File: src/rtl/l15_data_ram_arbiter.sv
// rtl/l15_data_ram_arbiter.sv - single-port L1.5 data RAM arbiter, refill bursts lock out fetch reads
// Optional fetch aging compiled in with `define L15_DATA_ARB_AGING_EN
module l15_data_ram_arbiter #(
    parameter int DATA_WIDTH = 128,
    parameter int ADDR_WIDTH = 6,
    parameter int MAX_WAIT   = 8
) (
    input  logic                    clk,
    input  logic                    rst_n,
    input  logic                    fetch_req,
    output logic                    fetch_gnt,
    input  logic [ADDR_WIDTH-1:0]   fetch_addr,
    output logic                    fetch_rvalid,
    output logic [DATA_WIDTH-1:0]   fetch_rdata,
    input  logic                    refill_req,
    output logic                    refill_gnt,
    input  logic                    refill_last,
    input  logic [ADDR_WIDTH-1:0]   refill_addr,
    input  logic [DATA_WIDTH-1:0]   refill_wdata,
    input  logic [DATA_WIDTH/8-1:0] refill_be,
    output logic                    ram_req,
    output logic                    ram_write,
    output logic [ADDR_WIDTH-1:0]   ram_addr,
    output logic [DATA_WIDTH-1:0]   ram_wdata,
    output logic [DATA_WIDTH/8-1:0] ram_be,
    input  logic [DATA_WIDTH-1:0]   ram_rdata
);

    typedef enum logic {
        IDLE  = 1'b0,
        BURST = 1'b1
    } state_t;

    state_t state, state_nxt;
    logic   fetch_starved;

`ifdef L15_DATA_ARB_AGING_EN
    logic [7:0] wait_cnt;

    always_ff @(posedge clk) begin
        if (!rst_n) begin
            wait_cnt <= 8'd0;
        end else if (fetch_gnt) begin
            wait_cnt <= 8'd0;
        end else if (fetch_req && (wait_cnt != 8'(MAX_WAIT))) begin
            wait_cnt <= wait_cnt + 8'd1;
        end
    end

    assign fetch_starved = (wait_cnt == 8'(MAX_WAIT));
`else
    assign fetch_starved = 1'b0;
`endif

    always_ff @(posedge clk) begin
        if (!rst_n) begin
            state        <= IDLE;
            fetch_rvalid <= 1'b0;
        end else begin
            state        <= state_nxt;
            fetch_rvalid <= fetch_gnt;
        end
    end

    // An open burst is never interrupted, even by a starved fetch.
    always_comb begin
        state_nxt  = state;
        fetch_gnt  = 1'b0;
        refill_gnt = 1'b0;
        case (state)
            IDLE: begin
                if (fetch_req && fetch_starved) begin
                    fetch_gnt = 1'b1;
                end else if (refill_req) begin
                    refill_gnt = 1'b1;
                    if (!refill_last) state_nxt = BURST;
                end else if (fetch_req) begin
                    fetch_gnt = 1'b1;
                end
            end
            BURST: begin
                if (refill_req) begin
                    refill_gnt = 1'b1;
                    if (refill_last) state_nxt = IDLE;
                end
            end
            default: state_nxt = IDLE;
        endcase
    end

    assign ram_req     = fetch_gnt | refill_gnt;
    assign ram_write   = refill_gnt;
    assign ram_addr    = refill_gnt ? refill_addr : fetch_addr;
    assign ram_wdata   = refill_wdata;
    assign ram_be      = refill_gnt ? refill_be : '0;
    assign fetch_rdata = ram_rdata;

endmodule

File: config.mk
export PLATFORM = sky130hd
export DESIGN_NAME = l15_data_ram_arbiter
export DESIGN_NICKNAME = d
export VERILOG_FILES = /design/src/rtl/l15_data_ram_arbiter.sv
export SDC_FILE = /design/constraint.sdc
export NUM_CORES = 1
export LEC_CHECK = 0
export BUFFER_PORTS_ARGS = -buffer_cell sky130_fd_sc_hd__buf_2
export CAP_MARGIN = 10
export CORE_AREA = 4 4 219 221
export CTS_CLUSTER_DIAMETER = 200
export DETAILED_ROUTE_END_ITERATION = 6
export DIE_AREA = 0 0 223 225
export PLACE_DENSITY = 0.3
export SYNTH_ARGS = -nofsm -noshare
export SYNTH_HDL_FRONTEND = slang
export SYNTH_SLANG_ARGS = --single-unit
File: constraint.sdc
create_clock -name clk -period 2.21 [get_ports clk]
set_clock_uncertainty 0.1 [all_clocks]
set_input_delay 0.1105 -clock clk [delete_from_list [all_inputs] [get_ports clk]]
set_output_delay 0.1105 -clock clk [all_outputs]
set_load 0.1 [all_outputs]
Yosys cells after proc, flatten, opt, wreduce, memory -nomap -nowiden
Index checks and enable logic that the tools add are counted.

word-level totals
  input bits = 289
  output and inout port bits = 283
  logic and storage cells = 14
  register bits after elaboration = 2

operators by class
  muxes and demuxes = 10
  bitwise logic cells = 2

operators with widths
  kind                                   number
  16-bit two-way mux                     1
  1-bit two-way mux                      7
  6-bit two-way mux                      1
  1-bit one-hot mux with 2 select lines  1
  1-bit inverter                         1
  1-bit bitwise OR                       1

Longest topological paths before layout
Gate-level depths: netlist of the first run.

  word-level depth = 4
  depth in mapped cells = 4

Worst setup path after synthesis of the first run
No wires, ideal clock.

  path kind = reg-to-reg
  start = register (tool-made name)
  end = register fetch_rvalid
  setup time = 65 ps
  setup slack = 249 ps
  required time = 2045 ps
  data arrival time = 1796 ps
  cell stages (with the launch flop) = 3
  path buffers = 0
  period minus slack after synthesis = 1961 ps
  path through = dfxtp_1 -> nor3b_2 -> and2_1

RTL lines
  what                  line  source
  end signal, assigned  61    fetch_rvalid <= fetch_gnt;
  end, declared         13    output logic fetch_rvalid,

==> results of run 1 <==
worst max-delay path by stage:
| stage | end | slack [ns] | cells after the start |
|---|---|---|---|
| after floorplan | fetch_rvalid$_SDFF_PN0_ | 0.25 | 2 |
| after global routing | fetch_gnt | 0.72 | 2 |
| final | fetch_gnt | 0.80 | 2 |
| after global placement | ram_addr[5] | 0.84 | 3 |
| after CTS | fetch_gnt | 0.79 | 2 |
| after detailed placement | ram_addr[0] | 0.83 | 3 |
critical path, delay by kind of cell (launching register included):
| kind | cells | cell delay, ns |
|---|---|---|
| DFF | 1 | 0.33 |
| and+or+nand+nor | 1 | 0.19 |
| buffers and inverters | 1 | 0.45 |
synthesized netlist by cell type, drive strengths merged:
library cell / count
buf: 261
and2: 17
o211a: 1
inv: 1
dfxtp: 2
a21o: 1
nor3b: 1
mux2: 6
nand2: 1
per-layer routing:
| layer | GRT usage, % | part of all wire, % |
|---|---|---|
| met5 | 0 | 0 |
| met4 | 6.08 | 22 |
| met3 | 3.00 | 27 |
| met2 | 4.03 | 40 |
| met1 | 0.795 | 10 |
area by class of cell:
class | count | share of cell area (%)
Tap cell | 607 | 54.8
Inverter | 1 | 0.271
Timing Repair Buffer | 59 | 21.3
Multi-Input combinational cell | 27 | 15.3
Sequential cell | 2 | 2.89
Clock buffer | 3 | 5.42
kinds of logic after synthesis:
logic type / share of synthesized area (%)
simple gates: 5.51
buf+inv: 88.7
flops: 1.80
mux: 3.21
compound gates: 0.788
metrics by stage:
| step | worst slack [ns] | power [mW] | hold WS [ns] | instances | utilization, % |
|---|---|---|---|---|---|
| floorplan | 0.249 | 2.48 | 0.132 | 291 | - |
| global placement | 0.844 | 0.349 | 0.122 | 696 | 2.84 |
| detailed placement | 0.825 | 0.348 | 0.122 | 696 | 2.84 |
| CTS | 0.794 | 0.623 | 0.0626 | 699 | 3.00 |
| global route | 0.722 | 0.635 | 0.0857 | 699 | 3.00 |
| finish | 0.799 | 0.617 | 0.0617 | 699 | 3.00 |
power breakdown:
| group | internal, mW | switching (mW) |
|---|---|---|
| sequential | 0.0384 | 0.00164 |
| clock | 0.230 | 0.0417 |
| combinational | 0.0572 | 0.248 |
| total | 0.326 | 0.291 |
==> impl_metrics.ini, run 1 <==
[status]
status = finished, final reports clean

[critical_path]
critPathRequiredTime_ns = 2.00
startpoint_type = flip-flop
r2r_end = fetch_rvalid$_SDFF_PN0_
crit_type = flip-flop to output port
critPathMaxStageDelay_ns = 0.45
r2r_slack_ns = 1.39
cp-end-kind = output port
crit_arrival_ns = 1.20
crit_chain = nor3b_2, buf_2
crit_fanout = 3
cpMaxStageDelayCell = buf_2
r2r_cells = 2

[min_path]
min_from = rst_n
min_path_cells = 2
whs_endpoint = fetch_rvalid$_SDFF_PN0_
hold_class = input port to flip-flop

[routing]
drc_errors = 0
firstDrtPassIters = 3
vias = 964
avgViaCountPerCell = 1.38
wl_per_cell_um = 11.5
drt_iter0_markers = 5
postRouteWirelength_um = 8040
ant_nets = 0

[synth]
synth_top_area_share_pct = 87.1
yosys.area.top_type = buf_4
yosysWarnings = 0
postSynthCellCount = 291
yosysSeqAreaShare_pct = 1.80
synth.cell_area_um2 = 2220
synthDistinctLibCells = 13
postSynthAreaPerCell_um2 = 7.64
ys_top_cells_by_area = buf_4 (87%), and2_1 (4.8%), mux2_2 (2.5%)
syn_nets = 580
ys_seq_elements = 2

[cts]
cts_tree = done
ctsResizeCount = 0
cts-root-buf = clkbuf_16
hold_buffers = 0
worstSkewPairLatency_ns = 0.22
cts_buffers = 3
cts_setup_buffers = 0
clkSinkCount = 2
htreeDepth = 1
cts.clk_slew.worst_paths_ns = 0.03
clockBufferDepth = 2

[sta]
fin_crit_sh_pct = 63.8
min_period_ns = 1.41
worst_pin_slew_ns = 0.498
fin_tns_setup_ns = 0
setup_viol_count_final = 0
rsz0062_at_grt = false
final_max_slew_viol_count = 0
clock.fmax_ghz = 0.709
finalHoldViolCount = 0
timing.slew.headroom_pct = 67.0

[placement]
hpwl_um = 6860
portBuffers = 59
postPlaceCellArea_um2 = 1310
place_congestion = 0.688

[layout]
drive_gt1_share_pct = 75.0
multi_input_area_um2 = 211
diodes = 0
ff_latch_area_um2 = 40.0
final_area_um2 = 1390
nets = 383
fill_cells = 5479
final_cell_mix = buf_2 (59), and2_1 (17), mux2_2 (5)
area_growth_pct = -37.7
final_common_cell = buf_2

[grt]
grt.total_usage_pct = 2.86
grt_pass1_wl_um = 9450
grt_max_degree = 29
grt_pass1_vias = 1120
antenna_found_initial = 1
grt-ovfl-total = 0

[power]
power.leakage_nw = 0.398
power_density_nw_per_um2 = 446
vdd_drop_max_mv = 0.434

[die]
core_area_um2 = 46200
boundaryPins = 572
die_h_um = 225
die-area_um2 = 50200
initial_core_util_pct = 4.82
rows = 79
die_x_um = 223

[flow_run]
cap_violations = 0
Power figures use the tool's default switching activity.
==> run 2: changes to the inputs <==
CORE_AREA = 4 4 220 222   (was 4 4 219 221)
DIE_AREA = 0 0 224 226   (was 0 0 223 225)
clock period = 1.2 ns   (was 2.21 ns; I/O delays follow)
==> run 2 against run 1 <==
Against the previous run:
- the flow now finishes with violations (hold timing)
- worst setup slack got worse by 0.76 ns
- wire length rose by 14%
- core utilization grew 0.87 points
- global-route usage grew 0.40 points
- critical path depth rose by 1
- combinational power increased by 140%
- sequential share of layout area decreased by 0.59 points
- non-clock buffer count rose by 4
- critical path type unchanged
- largest power group unchanged
==> impl_metrics.ini, run 2 (synthesis gave the netlist of run 1 again) <==
[placement]
place_congestion = 0.604
dp_cells = 699
portBuffers = 59
pre_cts_slack_ns = 0.0808
hpwl_um = 7820
postPlaceCellArea_um2 = 1710

[sta]
fin_crit_sh_pct = 97.0
timing.slew.headroom_pct = 67.5
setup_viol_count_final = 0
fin_ws_ns = 0.0359
final_max_slew_viol_count = 0
holdWs_ns = -0.00443
clock.fmax_ghz = 0.859
min_period_ns = 1.16
finalHoldViolCount = 1
fin_tns_setup_ns = 0
rsz0062_at_grt = true
worst_pin_slew_ns = 0.491

[status]
status = finished with violations
violations = hold timing

[cts]
cts_setup_buffers = 0
cts.clk_slew.worst_paths_ns = 0.03
clkSinkCount = 2
cts_tree = done
worstSkewPairLatency_ns = 0.22
ctsResizeCount = 0
clockBufferDepth = 2
htreeDepth = 1
cts-root-buf = clkbuf_16
cts_buffers = 3

[grt]
antenna_found_initial = 5
grt.total_usage_pct = 3.26
grt_pass1_wl_um = 10700
grt-ovfl-total = 0
grt_max_degree = 13
grt_pass1_vias = 1114

[layout]
nets = 387
final_common_cell = buf_2
final_cell_mix = buf_2 (36), buf_12 (24), and2_2 (9)
finalNonFillerCells = 703
area_growth_pct = -19.3
final_util_pct = 3.87
drive_gt1_share_pct = 85.4
diodes = 0
final_area_um2 = 1790

[min_path]
hold_class = input port to flip-flop

[critical_path]
crit_chain = inv_1, a21o_1, buf_12
crit_fanout = 3
cpMaxStageDelayCell = dfxtp_2
cp_num_buf_inv = 2
critPathMaxStageDelay_ns = 0.35
startpoint_type = flip-flop
crit_type = flip-flop to output port
critPathRequiredTime_ns = 1.04
cp-end-kind = output port
cp_top_family = flip-flops
crit_arrival_ns = 1.00

[power]
p_total_mw = 1.32
power_density_nw_per_um2 = 735
power.leakage_nw = 0.528
vdd_drop_max_mv = 0.788

[routing]
firstDrtPassIters = 2
drt_iter0_markers = 22
wl_per_cell_um = 13.0
ant_nets = 0
drc_errors = 0
postRouteWirelength_um = 9150
avgViaCountPerCell = 1.35
vias = 947

[die]
initial_core_util_pct = 4.80
die_x_um = 224
rows = 79
core_area_um2 = 46400
die_h_um = 226
boundaryPins = 572
die-area_um2 = 50600

[flow_run]
cap_violations = 0
-- run 2: worst reg2reg max path: stages, from the launching register on --
cell     delay, ns
dfxtp_2       0.33
nor3b_4       0.23
and2_1        0.15
-- run 2: area by class of cell --
type	count	area, um2
tap	607	759
clock buffer	3	75.1
fill	5467	44600
multi-input combinational	27	229
timing repair buffer	63	686
sequential	2	41.3
inverter	1	3.75
-- run 2: repair_timing --
action,CTS,global route
setup endpoints to repair,0,1
hold buffers,1,0
endpoints found under the hold margin,2,0
-- run 2: routing by layer --
layer | routed length [um] | GRT usage [%]
met1 | 884 | 0.869
met2 | 3750 | 4.85
met3 | 2690 | 3.78
met4 | 1820 | 5.99
met5 | 7 | 0
-- run 2: power breakdown --
group,switching (mW),leakage [nW],internal [mW]
combinational,0.490,0.474,0.256
clock,0.0734,0.0370,0.424
sequential,0.00422,0.0168,0.0713
-- run 2: worst paths after layout --
| path | from | end | slack, ns | cells after the start |
|---|---|---|---|---|
| worst min-delay path | refill_last | flip-flop | -0.004 | 3 |
| worst max-delay path | flip-flop | ram_req | 0.04 | 3 |
| worst min register to register | flip-flop | flip-flop | 0.44 | 1 |
| worst max register to register | flip-flop | fetch_rvalid$_SDFF_PN0_ | 0.34 | 2 |
